==> config.mk <==
export PLATFORM = sky130hd
export DESIGN_NAME = adc_capture_ctrl_flat
export DESIGN_NICKNAME = d
export VERILOG_FILES = /design/src/rtl/adc_capture_ctrl_if.sv /design/src/rtl/adc_capture_ctrl.sv /design/src/flat_wrapper.sv
export SDC_FILE = /design/constraint.sdc
export NUM_CORES = 1
export LEC_CHECK = 0
export ABC_CLOCK_PERIOD_IN_PS = 5580
export CAP_MARGIN = 0
export CORE_MARGIN = 10
export CORE_UTILIZATION = 53
export CTS_CLUSTER_DIAMETER = 80
export DETAILED_ROUTE_END_ITERATION = 16
export MAX_ROUTING_LAYER = met4
export PLACE_DENSITY = 0.85
export RECOVER_POWER = 100
export SLEW_MARGIN = 20
export SYNTH_ARGS = -nofsm -noshare
export SYNTH_HDL_FRONTEND = slang
export SYNTH_SLANG_ARGS = --single-unit
==> constraint.sdc <==
create_clock -name clk -period 5.58 [get_ports clk]
set_input_delay 0.558 -clock clk [delete_from_list [all_inputs] [get_ports clk]]
set_output_delay 0.558 -clock clk [all_outputs]
set_load 0.01 [all_outputs]
==> src/rtl/adc_capture_ctrl_if.sv <==
// Streaming interface between the ADC capture controller and the OFDM receive path.
// The master drives a sample with valid/last; the slave accepts it with ready.
interface adc_capture_ctrl_if #(
  parameter int DATA_W = 10
);
  logic              out_valid;
  logic              out_ready;
  logic [DATA_W-1:0] out_data;
  logic              out_last;

  modport master (
    output out_valid,
    output out_data,
    output out_last,
    input  out_ready
  );

  modport slave (
    input  out_valid,
    input  out_data,
    input  out_last,
    output out_ready
  );
endinterface

==> src/rtl/adc_capture_ctrl.sv <==
// ADC capture controller: owns the single-port sample RAM. It arms on start, waits
// for trig, writes NUM_SAMPLES qualified samples to addresses 0..N-1, then streams
// the buffer out through a 2-entry skid buffer that hides the 1-clk RAM read latency.
module adc_capture_ctrl #(
  parameter int ADDR_W      = 13,
  parameter int DATA_W      = 10,
  parameter int NUM_SAMPLES = 8192
) (
  input  logic              clk,
  input  logic              reset,
  input  logic              start,
  input  logic              abort,
  input  logic              trig,
  input  logic              adc_valid,
  input  logic [DATA_W-1:0] adc_data,
  input  logic              rd_start,
  adc_capture_ctrl_if.master out_if,
  output logic              busy,
  output logic              done,
  output logic              ram_ce,
  output logic              ram_oce,
  output logic              ram_wre,
  output logic [ADDR_W-1:0] ram_ad,
  output logic [DATA_W-1:0] ram_din,
  input  logic [DATA_W-1:0] ram_dout
);

  typedef enum logic [2:0] {
    S_IDLE,
    S_ARM,
    S_CAPTURE,
    S_DONE,
    S_READ
  } state_t;

  localparam logic [ADDR_W-1:0] LAST_ADDR = ADDR_W'(NUM_SAMPLES - 1);

  state_t            state, state_nxt;
  logic [ADDR_W-1:0] wr_cnt;
  logic [ADDR_W-1:0] rd_cnt;
  logic              rd_all;       // every address has been issued this readout
  logic              rd_pend;      // a read issued last cycle lands in ram_dout now
  logic              rd_pend_last; // ...and it is the read of LAST_ADDR
  logic              wr_en;
  logic              rd_en;
  logic              pop;
  logic              room;
  logic [2:0]        occ;

  // Skid buffer: two entries of {data, last}, head at sk_rptr.
  logic [DATA_W-1:0] sk_data [2];
  logic [1:0]        sk_last;
  logic [1:0]        sk_cnt;
  logic              sk_wptr;
  logic              sk_rptr;
  logic              out_valid_i;

  assign out_valid_i      = (sk_cnt != 2'd0);
  assign out_if.out_valid = out_valid_i;
  assign out_if.out_data  = sk_data[sk_rptr];
  assign out_if.out_last  = out_valid_i && sk_last[sk_rptr];

  // Next state and the per-cycle RAM access decision.
  always_comb begin
    // NOTE: every signal gets a default before the case so no path leaves it unassigned (no latches).
    state_nxt = state;
    wr_en     = 1'b0;
    rd_en     = 1'b0;
    pop       = out_valid_i && out_if.out_ready;
    // Entries held after this edge, counting the read already in flight; a new
    // read only goes out if its data is guaranteed a slot when it lands.
    occ       = {1'b0, sk_cnt} + {2'b0, rd_pend} - {2'b0, pop};
    room      = (occ < 3'd2);
    case (state)
      S_IDLE: if (start) state_nxt = S_ARM;
      S_ARM:  if (trig)  state_nxt = S_CAPTURE;
      S_CAPTURE: begin
        if (adc_valid) begin
          wr_en = 1'b1;
          if (wr_cnt == LAST_ADDR) state_nxt = S_DONE;
        end
      end
      S_DONE: begin
        if (start) begin
          state_nxt = S_ARM;
        end else if (rd_start) begin
          // Address 0 is read in the rd_start cycle itself so the first beat
          // appears two clocks later.
          state_nxt = S_READ;
          rd_en     = 1'b1;
        end
      end
      S_READ: begin
        if (!rd_all && room) rd_en = 1'b1;
        if (pop && out_if.out_last) state_nxt = S_DONE;
      end
      default: state_nxt = S_IDLE;
    endcase
    if (abort || reset) begin
      state_nxt = S_IDLE;
      wr_en     = 1'b0;
      rd_en     = 1'b0;
    end
  end

  // RAM port: driven only while an access is made, otherwise parked at zero.
  assign ram_ce  = wr_en || rd_en;
  assign ram_oce = ram_ce;
  assign ram_wre = wr_en;
  assign ram_ad  = wr_en ? wr_cnt : (rd_en ? rd_cnt : '0);
  assign ram_din = wr_en ? adc_data : '0;

  // State register, registered status decodes and address counters.
  always_ff @(posedge clk) begin
    // NOTE: non-blocking assignments in clocked blocks so every flop samples pre-edge values.
    if (reset) begin
      state        <= S_IDLE;
      busy         <= 1'b0;
      done         <= 1'b0;
      wr_cnt       <= '0;
      rd_cnt       <= '0;
      rd_all       <= 1'b0;
      rd_pend      <= 1'b0;
      rd_pend_last <= 1'b0;
    end else begin
      state <= state_nxt;
      busy  <= (state_nxt == S_ARM) || (state_nxt == S_CAPTURE) || (state_nxt == S_READ);
      done  <= (state_nxt == S_DONE);

      if (state_nxt != S_CAPTURE) wr_cnt <= '0;
      else if (wr_en)             wr_cnt <= wr_cnt + 1'b1;

      if (state_nxt != S_READ) begin
        rd_cnt <= '0;
        rd_all <= 1'b0;
      end else if (rd_en) begin
        rd_cnt <= rd_cnt + 1'b1;
        rd_all <= (rd_cnt == LAST_ADDR);
      end

      rd_pend      <= rd_en;
      rd_pend_last <= rd_en && (rd_cnt == LAST_ADDR);
    end
  end

  // Skid buffer pointers and occupancy; abort flushes anything buffered or in flight.
  always_ff @(posedge clk) begin
    if (reset || abort) begin
      sk_cnt  <= 2'd0;
      sk_wptr <= 1'b0;
      sk_rptr <= 1'b0;
    end else begin
      if (rd_pend) sk_wptr <= ~sk_wptr;
      if (pop)     sk_rptr <= ~sk_rptr;
      sk_cnt <= sk_cnt + {1'b0, rd_pend} - {1'b0, pop};
    end
  end

  // Skid buffer storage: captures the RAM read data the cycle it becomes valid.
  always_ff @(posedge clk) begin
    // NOTE: the storage is not reset; an entry is only observed once sk_cnt marks it valid.
    if (rd_pend && !abort) begin
      sk_data[sk_wptr] <= ram_dout;
      sk_last[sk_wptr] <= rd_pend_last;
    end
  end

endmodule

==> src/flat_wrapper.sv <==
// flat-port wrapper written by rule: the top's interface ports become plain ports
module adc_capture_ctrl_flat 
#(
  parameter int ADDR_W      = 13,
  parameter int DATA_W      = 10,
  parameter int NUM_SAMPLES = 8192
)
  (clk, reset, start, abort, trig, adc_valid, adc_data, rd_start, busy, done, ram_ce, ram_oce, ram_wre, ram_ad, ram_din, ram_dout, out_if_out_valid, out_if_out_data, out_if_out_last, out_if_out_ready);
  adc_capture_ctrl_if #(.DATA_W(DATA_W)) out_if_i ();
  input  logic clk;
  input  logic reset;
  input  logic start;
  input  logic abort;
  input  logic trig;
  input  logic adc_valid;
  input  logic [DATA_W-1:0] adc_data;
  input  logic rd_start;
  output logic busy;
  output logic done;
  output logic ram_ce;
  output logic ram_oce;
  output logic ram_wre;
  output logic [ADDR_W-1:0] ram_ad;
  output logic [DATA_W-1:0] ram_din;
  input  logic [DATA_W-1:0] ram_dout;
  output wire logic [$bits(out_if_i.out_valid)-1:0] out_if_out_valid;
  output wire logic [$bits(out_if_i.out_data)-1:0] out_if_out_data;
  output wire logic [$bits(out_if_i.out_last)-1:0] out_if_out_last;
  input wire logic [$bits(out_if_i.out_ready)-1:0] out_if_out_ready;
  assign out_if_out_valid = out_if_i.out_valid;
  assign out_if_out_data = out_if_i.out_data;
  assign out_if_out_last = out_if_i.out_last;
  assign out_if_i.out_ready = out_if_out_ready;
  adc_capture_ctrl #(.ADDR_W(ADDR_W), .DATA_W(DATA_W), .NUM_SAMPLES(NUM_SAMPLES)) u_core (.clk(clk), .reset(reset), .start(start), .abort(abort), .trig(trig), .adc_valid(adc_valid), .adc_data(adc_data), .rd_start(rd_start), .out_if(out_if_i), .busy(busy), .done(done), .ram_ce(ram_ce), .ram_oce(ram_oce), .ram_wre(ram_wre), .ram_ad(ram_ad), .ram_din(ram_din), .ram_dout(ram_dout));
endmodule
**After elaboration in Yosys (flattened, before gate mapping)**

Memories as Yosys holds them, arrays and structs flattened. A register that Yosys moved wholly into a read port is not among the register bits.
Cells that the tools add are included.

- Logic and storage cells: 83
- Output and inout bits: 40
- Bits of input ports: 28
- Memory bits (writable): 20
- Memories: 1
- Bits in registers: 40

Memories:

| name | depth | bits a word | rd ports | clocked after Yosys merged registers in | write ports | RTL line | text |
|---|---|---|---|---|---|---|---|
| u_core.sk_data | 2 | 10 | 1 | 1 | 1 | adc_capture_ctrl.sv:51 | `logic [DATA_W-1:0] sk_data [2];` |

- $lt $le $gt $ge: 4
- Multiplexer cells: 29
- Bitwise gates (word level): 2
- Add/sub/neg operators: 6
- Eq/ne operators: 12
- Reductions and logical operators: 17

Operator list:

| operator | count |
|---|---|
| 13-bit by 1-bit adder with 13-bit output (second input constant) | 2 |
| 13-bit == test (second input constant) | 2 |
| 13-bit two-way mux | 2 |
| 3-bit two-way mux | 8 |
| 3-bit one-hot mux with 5 select lines | 1 |
| 1-bit two-way mux | 14 |
| 3-bit by 2-bit == test with 1-bit output (second input constant) | 4 |
| 10-bit two-way mux | 1 |
| 1-bit logical AND | 7 |
| 3-bit by 1-bit == test with 1-bit output (second input constant) | 2 |
| 3-bit == test (second input constant) | 2 |
| 1-bit logical OR | 4 |
| 1-bit by 2-bit less-than comparator with 1-bit output (second input constant) | 2 |
| 2-bit OR reduction | 2 |
| 2-bit by 1-bit adder with 3-bit output | 1 |
| 3-bit zero test | 1 |
| 3-bit by 2-bit less-than comparator with 1-bit output (second input constant) | 1 |
| 3-bit by 2-bit != test with 1-bit output (second input constant) | 1 |
| 3-bit != test (second input constant) | 1 |
| 3-bit by 1-bit subtractor with 3-bit output | 1 |
| 2-bit by 1-bit adder with 2-bit output | 1 |
| 2-bit bitwise mux | 1 |
| 1-bit zero test | 2 |
| 1-bit NOT | 2 |
| other kinds (5) | 5 |

**Longest topological paths before layout**

Gate-level depths: netlist (run 1).

- Depth in word-level cells: 10
- Mapped depth: 14
- Gate-level depth less buffers: 12

**Worst setup path before layout (run 1)**

No wires, ideal clock.

- Kind: in2out
- From: in out_if_out_ready
- To: out ram_ad[10]
- Slack: 2370 ps
- Cell stages on the path: 13
- Data arrival time: 2652 ps
- Path buffers: 2
- Required time: 5022 ps
- Path through: o21ai_0 > inv_1 > ha_1 > inv_1 > ha_1 > fa_1 > nor3b_1 > nand4_1 > and2_1 > clkbuf_1 > inv_2 > buf_4 > a22o_1

- Word-level cells in the longest chain between the ends: 9

Ends and longest elaborated chain:

| what | RTL line | text |
|---|---|---|
| start: declaration | flat_wrapper.sv:29 | `input wire logic [$bits(out_if_i.out_ready)-1:0] out_if_out_ready;` |
| 1-bit logical AND | adc_capture_ctrl.sv:69 | `pop = out_valid_i && out_if.out_ready;` |
| via u_core.pop | adc_capture_ctrl.sv:46 | `logic pop;` |
| 3-bit by 1-bit subtractor with 3-bit output | adc_capture_ctrl.sv:72 | `occ = {1'b0, sk_cnt} + {2'b0, rd_pend} - {2'b0, pop};` |
| via u_core.occ[1] | adc_capture_ctrl.sv:48 | `logic [2:0] occ;` |
| 3-bit by 2-bit less-than comparator with 1-bit output | adc_capture_ctrl.sv:73 | `room = (occ < 3'd2);` |
| 1-bit logical AND | adc_capture_ctrl.sv:94 | `if (!rd_all && room) rd_en = 1'b1;` |
| 1-bit two-way mux | adc_capture_ctrl.sv:94 |  |
| 1-bit one-hot mux with 2 select lines | adc_capture_ctrl.sv:74 | `case (state)` |
| 1-bit two-way mux | adc_capture_ctrl.sv:99 | `if (abort \|\| reset) begin` |
| 13-bit two-way mux (2 in series) | adc_capture_ctrl.sv:110 | `assign ram_ad = wr_en ? wr_cnt : (rd_en ? rd_cnt : '0);` |
| end: declaration | flat_wrapper.sv:23 | `output logic [ADDR_W-1:0] ram_ad;` |

The timed path passes the listed nets, and every way through them passes these cells.

**Final worst setup path (run 1)**

- From: in out_if_out_ready
- To: out ram_ad[1]

Same word-level chain as after synthesis.

==> flow_results.org, run 1 <==
** Logic synthesis
- Most common library cells after synthesis :: sky130_fd_sc_hd__dfxtp_1 (39), sky130_fd_sc_hd__nor2_1 (34), sky130_fd_sc_hd__edfxtp_1 (22), sky130_fd_sc_hd__nand2_1 (19), sky130_fd_sc_hd__xnor2_1 (15)
- Each instance of the synthesized netlist takes up on average slightly above 10 um^2.
- Library cell with the highest instance count after synthesis :: sky130_fd_sc_hd__dfxtp_1
- Number of flops mapped to enable cells by yosys :: 22
- Largest cells by area after synthesis :: sky130_fd_sc_hd__dfxtp_1 (28%), sky130_fd_sc_hd__edfxtp_1 (23%), sky130_fd_sc_hd__xnor2_1 (4.6%), sky130_fd_sc_hd__nor2_1 (4.5%), sky130_fd_sc_hd__mux2_2 (4.0%)
- Count of cell types in the netlist :: 44
- The cell area that synthesis handed to floorplanning was 2830 um^2.
- The synthesized design contains 61 register bits.
- Post-synth net total :: approximately 310
- The Yosys step of the flow raised 0 warnings.
- Most common flop cell mapped by yosys :: sky130_fd_sc_hd__dfxtp_1
- Of the synthesized area, sequential elements account for 0.510.
- Area share of the largest cell type after synthesis :: 0.276
- Yosys top cell by area :: sky130_fd_sc_hd__dfxtp_1
- For this run, asynchronously set or reset flops after synthesis account for 0.
- Cell count after synthesis :: approximately 280

** STA
- For the final database, setup skew stands at approximately 0.007 ns.
- Based on the critical path, the design can be clocked at up to between 200 and 250 MHz.
- For the pin with the worst max-slew slack, the measured transition is 0.950 ns.
- In the post-route analysis, the smallest setup slack over all paths is 0.596 ns.
- In this run the tightest slew margin relative to its limit is 0.366.
- The total count of max-transition violations in the final report is 0.
- Worst hold slack :: 0.463 ns
- Setup violations remaining at the end of the flow were counted as 0.
- RSZ-0062 raised after global routing :: false
- Final Hold Vio Count :: 0
- Setup total negative slack :: 0 ns
- Final period util :: 0.893
- Final critical delay including setup and external delays :: 4.98 ns

** CTS
- Clock tree from TritonCTS :: yes
- Clk slew on worst S/H paths :: 0.07 ns
- The clock drives 61 sinks.
- For this design, the CTS-stage hold fixing added 0 buffers.
- In this run the number of H-tree levels came out at 3.
- Counting the buffers created by CTS gives 9.
- CTS placed an instance of sky130_fd_sc_hd__clkbuf_8 at the clock tree root.
- The number of gates resized after CTS was 0.
- Post-CTS setup buffer count :: 0
- Clock network latency to the later pin of the worst-skew pair :: 0.34 ns
- Counting along the longest clock path gives a buffer depth of 2.

** Cells and area
- In the final layout, the share of cells above drive strength 1 is 0.0771.
- The net count of the finished layout is ~380.
- From synthesis to final layout, the design area changed by 30.9%.
- The number of antenna diodes in the final layout is 0.
- Final core utilization :: 0.720

** Routing
- Routed wirelength normalized by instance count :: between 15 and 20 um
- In the routed design, unresolved DRC markers number 0.
- Once detail routing completed, the nets flagged for antenna violations numbered 0.
- After detailed routing, the number of vias per cell comes to 5.37.
- DRC marker count from the first detailed-route iteration :: about 150
- Total vias in the final route :: 2,255
- The final layout contains routed wiring with a total length of approximately 6800 um.
- The first TritonRoute pass finished after 5 iterations.

** Die
- The initial utilization of the core area, before any placement, comes to 0.550.
- For this design the top-level I/O count stands at a little under 70.
- After floorplanning, the core was sized to cover 5140 um^2.
- The die is between 90 and 100 um wide.
- The die covers between 8000 and 9000 um^2.
- Vert. Die Dim :: 93.0 um
- The floorplan has 26 rows.

** Critical path
- CP Launch Type :: input port
- Critical register-to-register path startpoint :: u_core.sk_cnt[1]
- End of the worst register-to-register path :: u_core.rd_cnt[0]
- CP arrival :: about 4.4 ns
- STA puts the critical path data required time at approximately 5 ns.
- CP max stage delay :: 0.55 ns
- The critical path runs through a total of 13 cells.
- Crit path buf inv count :: 5
- CP dominant cell by count :: sky130_fd_sc_hd__inv_1
- STA classifies the critical path endpoint as an output pin.
- Largest fanout of any net on the critical path :: 13
- List of cells traversed by the critical path :: dlygate4sd3_1 -> o21ai_0 -> inv_1 -> ha_1 -> inv_1 -> ha_1 -> fa_1 -> nor3b_1 -> nand4_1 -> and2_0 -> inv_1 -> a22o_1 -> clkdlybuf4s50_1
- Top delay family on crit path :: buffers and inverters
- Internal reg-to-reg setup slack :: about 2.1 ns
- The critical path is of the input port to output pin type.
- Critical-path cell with the highest stage delay :: sky130_fd_sc_hd__clkdlybuf4s50_1
- Number of cells on the worst reg-to-reg path :: 12

** Global routing
- The via count of the first global-routing pass came to approximately 2,300.
- The first global-routing pass estimated roughly 11,000 um of wire.
- Entering global routing, the biggest net connects 26 pins.
- Initial antenna violation count :: 0
- Global route total overflow :: 0
- Across every metal layer, demand over resource in global routing totals 0.167.

** Placed design
- Gp weighted congestion :: between 0.8 and 0.9
- Final HPWL from detailed placement :: ~5200 um
- Post-placement setup slack :: 0.961 ns
- Port Buffer Count :: 67

** Min path
- Hold Crit Start :: u_core.rd_pend_last
- Worst hold path depth :: 0
- Hold Crit Endpoint :: u_core.sk_last[1]
- The tightest min-delay check is of the register to register type.

** Power
- Total power density per cell area :: approximately 230 nW/um^2
- Maximum resistive drop on vdd :: between 0.2 and 0.25 mV
- For this design the static power due to leakage is between 1 and 1.5 nW.

** Outcome
- Run status :: finished clean

** Flow run
- Reported max-cap violation count :: 0
[power breakdown]
| part | switching (mW) | internal [mW] | total [mW] |
|---|---|---|---|
| logic | 0.00986 | 0.0185 | 0.0283 |
| clock network | 0.163 | 0.204 | 0.366 |
| registers | 0.000905 | 0.461 | 0.462 |
[cells by family after synthesis]
group                    Yosys count  synth area share
AND/OR/NAND/NOR                  107             0.197
adder cells (fa/ha/maj)            5            0.0248
flip-flops                        61             0.510
AO/OA/AOI/OAI                     42             0.101
multiplexers                      12            0.0469
XOR/XNOR                          24            0.0743
buffers and inverters             27            0.0456
[through the flow]
step                      cells  instance area, um^2  power, mW
after global placement      404                 3530      0.500
after floorplan             278                 2830      0.479
after global routing        420                 3700      0.887
after detailed placement    404                 3530      0.502
final                       420                 3700      0.856
after CTS                   420                 3710      0.865
[registers in the layout, summed over array words and instances, names as in the netlist, 2 cells and up, named ones only]
register / flops
u_core.rd_cnt: 13
u_core.sk_cnt: 2
u_core.sk_data: 20
u_core.sk_last: 2
u_core.state: 3
u_core.wr_cnt: 13
[layout by cell type (no fill, tap or decap), types with 5 or more instances in the layout]
master / n
sky130_fd_sc_hd__and2_0: 9
sky130_fd_sc_hd__a21oi_1: 9
sky130_fd_sc_hd__a22o_1: 10
sky130_fd_sc_hd__clkbuf_1: 5
sky130_fd_sc_hd__o21ai_0: 8
sky130_fd_sc_hd__nand2_1: 19
sky130_fd_sc_hd__dfxtp_1: 39
sky130_fd_sc_hd__nor2_1: 34
sky130_fd_sc_hd__clkdlybuf4s50_1: 33
sky130_fd_sc_hd__edfxtp_1: 22
sky130_fd_sc_hd__nand3_1: 10
sky130_fd_sc_hd__inv_1: 13
sky130_fd_sc_hd__xnor2_1: 15
sky130_fd_sc_hd__xor2_1: 9
sky130_fd_sc_hd__dlygate4sd3_1: 34
sky130_fd_sc_hd__clkbuf_8: 9
sky130_fd_sc_hd__a211oi_1: 7
sky130_fd_sc_hd__nand4_1: 10
sky130_fd_sc_hd__mux2_2: 10
[worst register-to-register path, stage by stage, from the launching register on]
cell,delay [ns]
sky130_fd_sc_hd__dfxtp_1,0.35
sky130_fd_sc_hd__o21ai_0,0.36
sky130_fd_sc_hd__inv_1,0.09
sky130_fd_sc_hd__ha_1,0.29
sky130_fd_sc_hd__inv_1,0.04
sky130_fd_sc_hd__ha_1,0.18
sky130_fd_sc_hd__fa_1,0.46
sky130_fd_sc_hd__nor3b_1,0.19
sky130_fd_sc_hd__nand4_1,0.41
sky130_fd_sc_hd__and2_0,0.40
sky130_fd_sc_hd__inv_1,0.35
sky130_fd_sc_hd__xnor2_1,0.17
sky130_fd_sc_hd__nor2_1,0.05
[worst max-delay path by stage]
stage	start	end	slack, ns
floorplan	out_if_out_ready	ram_ad[10]	2.37
global placement	out_if_out_ready	ram_ad[1]	1.08
detailed placement	out_if_out_ready	ram_ad[1]	0.96
CTS	out_if_out_ready	ram_ad[1]	0.94
global route	out_if_out_ready	ram_ad[5]	0.36
finish	out_if_out_ready	ram_ad[1]	0.60
[per-layer routing]
layer / part of all wire / vias to the layer above / GRT usage
met5: 0 / - / -
met3: 0.037 / 6 / 0.0488
li1: - / 1106 / -
met2: 0.55 / 47 / 0.291
met1: 0.41 / 1096 / 0.174
met4: 0.010 / 0 / 0.0617
[cell type report]
type / instances / area [um^2]
clock buffer: 11 / 131
clock inverter: 5 / 52.6
fill: 396 / 1440
inverter: 13 / 48.8
multi-input combinational: 190 / 1260
sequential: 61 / 1440
tap: 70 / 87.6
timing repair buffer: 70 / 682
No activity file was read; power rests on OpenSTA's default activity.
==> run 2: changes to the inputs <==
ABC_AREA = 0   (was default)
RECOVER_POWER = 50   (was 100)
==> flow_results.org, run 2 (synthesized netlist as in run 1, its figures left out) <==
** Outcome
- The run finished with clean final reports.

** CTS
- Number of buffers inserted by hold repair at cts :: 0 (unchanged)
- Clk slew on worst S/H paths :: 0.07 ns (about the same)
- Clock Path Buffers :: 2 (unchanged)
- CTS Buf Count :: 9 (unchanged)
- The post-cts repair resize count came to 0 (unchanged).
- TritonCTS built the clock tree.
- Post-CTS setup buffer count :: 0 (unchanged)
- The total clock sinks came to 61 (unchanged).
- Clock root cell :: sky130_fd_sc_hd__clkbuf_8
- The clock latency reported for the late side of the worst-skew pair is 0.34 ns (about the same).
- Number of H-tree levels :: 3 (unchanged)

** Critical path
- STA classifies the critical path startpoint as an input port.
- CP arrival :: 4.24 ns (-0.19 ns)
- Largest fanout of any net on the critical path :: 13 (unchanged)
- STA classifies the critical path endpoint as an output pin.
- Data required time of the critical path :: 5.02 ns (about the same)
- The critical path in this run is classified as input port to output pin.

** Die
- Die area :: 8660 um^2 (unchanged)
- Die Width :: 93.0 um (unchanged)
- The placeable core region is 5140 um^2 (unchanged).
- The site row count was 26 (unchanged).
- The initial cell density of the core came to 0.550 (unchanged).
- Vert. Die Dim :: 93.0 um (unchanged)
- The I/O pin count was 68 (unchanged).

** Power
- Pwr Total :: 0.857 mW (about the same)
- Total power density per cell area :: 232 nW/um^2 (about the same)
- The largest vdd supply drop is 0.201 mV (+0.20%).
- The internal portion of total power was 0.683 mW (about the same).
- Portion of total power attributed to the clock network :: 0.428 (about the same)
- The power share of the combinational group was 0.033 (about the same).
- The fraction of power spent switching nets was 0.203 (+0.000678).
- Part of the power in registers :: 0.539 (about the same)
- Leakage power :: 1.24 nW (-2.0%)
- The switching power summed over all nets was 0.174 mW (+0.42%).

** Routing
- The remaining routing DRC violations came to 0 (unchanged).
- Post-detailed-route count of antenna-violating nets :: 0 (unchanged)
- The average wire per cell in the routed design was 16.3 um (+0.35%).
- Length of the first detailed-routing pass in iterations :: 4 (-1)
- Wire length reported by the detailed router :: 6830 um (+0.35%)
- The via-per-instance ratio is 5.35 (-0.27%).
- DRC marker count from the first detailed-route iteration :: 147 (-0.68%)
- Total vias in the final route :: 2,249 (-0.27%)

** STA
- Final setup fails :: 0 (unchanged)
- The setup total negative slack was 0 ns (unchanged).
- Setup repair after global routing left no endpoint under its margin.
- Final critical delay including setup and external delays :: 4.79 ns (-0.190 ns)
- Worst hold slack :: 0.464 ns (+0.000730 ns)
- The worst-case headroom to the max-slew limit came to 0.379 (+0.0124).
- The setup slack after layout came to 0.786 ns (+0.190 ns).
- Highest clock frequency the design can meet :: 209 MHz (+4.0%)
- The setup skew after layout is 0.00619 ns (-0.000777 ns).
- The slew at the pin closest to its max-slew limit came to 0.932 ns (-0.0186 ns).
- Final period util :: 0.859 (-0.0341)
- The total count of max-transition violations in the final report came to 0 (unchanged).
- Final Hold Vio Count :: 0 (unchanged)

** Global routing
- Initial antenna violation count :: 0 (unchanged)
- Global-route wire length before repair :: 11,100 um (unchanged)
- Number of global-route vias before repair :: 2,258 (unchanged)
- The pin count of the biggest net entering global routing came to 26 (unchanged).
- The overall track demand over capacity in global routing came to 0.167 (unchanged).
- Global route total overflow :: 0 (unchanged)

** Placed design
- The setup slack after placement is 0.961 ns (unchanged).
- The final HPWL from detailed placement came to 5210 um (unchanged).
- Port Buffer Count :: 67 (unchanged)
- Gp weighted congestion :: 0.842 (unchanged)

** Cells and area
- The area added between synthesis and finish came to 30.9% (unchanged).
- Most flop-heavy register :: u_core.sk_data
- Highest-count cells in the layout ignoring fill and taps :: sky130_fd_sc_hd__clkdlybuf4s50_1 (51), sky130_fd_sc_hd__dfxtp_1 (39), sky130_fd_sc_hd__nor2_1 (34)
- Leaving out fill and tap cells, the most frequent cell in the layout is sky130_fd_sc_hd__clkdlybuf4s50_1.
- The number of flip-flops under the largest register name is 20 (unchanged).
- The number of nets in the layout is 378 (unchanged).
- Final core utilization :: 0.720 (unchanged)
- The largest registers in the layout are u_core.sk_data x20, u_core.rd_cnt x13, u_core.wr_cnt x13.
- Proportion of layout cells with a drive suffix above 1 :: 0.0800 (+0.00286)
- Number of inserted diodes :: 0 (unchanged)
- Layout fillers :: 396 (unchanged)

** Flow run
- Reported max-cap violation count :: 0 (unchanged)

** Min path
- The worst hold path belongs to the class register to register.
## run 2: changes by cell type in the layout (fill, tap and decap cells not counted), sizes merged
cell / before / now
clkdlybuf4s50: 33 / 51
dlygate4sd3: 34 / 16
## run 2: cell type report
type                       count  area, um^2  share of cell area
tap                           70        87.6              0.0237
clock buffer                  11         131              0.0355
timing repair buffer          70         682               0.184
sequential                    61        1440               0.389
inverter                      13        48.8              0.0132
multi-input combinational    190        1260               0.340
clock inverter                 5        52.6              0.0142
## run 2: critical path, stage by stage
cell,delay (ns)
sky130_fd_sc_hd__dlygate4sd3_1,0.53
sky130_fd_sc_hd__o21ai_0,0.16
sky130_fd_sc_hd__inv_1,0.09
sky130_fd_sc_hd__ha_1,0.29
sky130_fd_sc_hd__inv_1,0.04
sky130_fd_sc_hd__ha_1,0.18
sky130_fd_sc_hd__fa_1,0.46
sky130_fd_sc_hd__nor3b_1,0.19
sky130_fd_sc_hd__nand4_1,0.41
sky130_fd_sc_hd__and2_1,0.38
sky130_fd_sc_hd__inv_2,0.21
sky130_fd_sc_hd__a22o_1,0.19
sky130_fd_sc_hd__clkdlybuf4s50_1,0.54
## run 2: routing by layer
metal | GRT usage | wire (um) | vias up
met5 | - | 0 | -
met1 | 0.174 | 2800 | 1096
met2 | 0.291 | 3740 | 38
met4 | 0.0617 | 92 | 0
li1 | - | - | 1109
met3 | 0.0488 | 195 | 6
## run 2: path summary, 6_finish.rpt
check	start	endpoint	slack, ns	cells after the start
hold reg to reg	u_core.rd_pend_last	u_core.sk_last[1]	0.46	0
setup / recovery	out_if_out_ready	ram_ad[1]	0.79	13
setup reg to reg	u_core.sk_cnt[1]	u_core.rd_cnt[0]	2.29	12
hold / removal	u_core.rd_pend_last	u_core.sk_last[1]	0.46	0
## run 2: power by group through the flow
stage | registers, mW | clock network, mW | logic, mW
6_report | 0.462 | 0.367 | 0.0283
5_1_grt | 0.462 | 0.395 | 0.0304
4_1_cts | 0.462 | 0.373 | 0.0304
3_5_place_dp | 0.471 | 0 | 0.0301
3_3_place_gp | 0.471 | 0 | 0.0290
2_1_floorplan | 0.472 | 0 | 0.00731
## run 2: stage by stage
step,instance area [um^2],instances
after floorplan,2830,278
after global placement,3530,404
after detailed placement,3530,404
after CTS,3710,420
after global routing,3700,420
final,3700,420
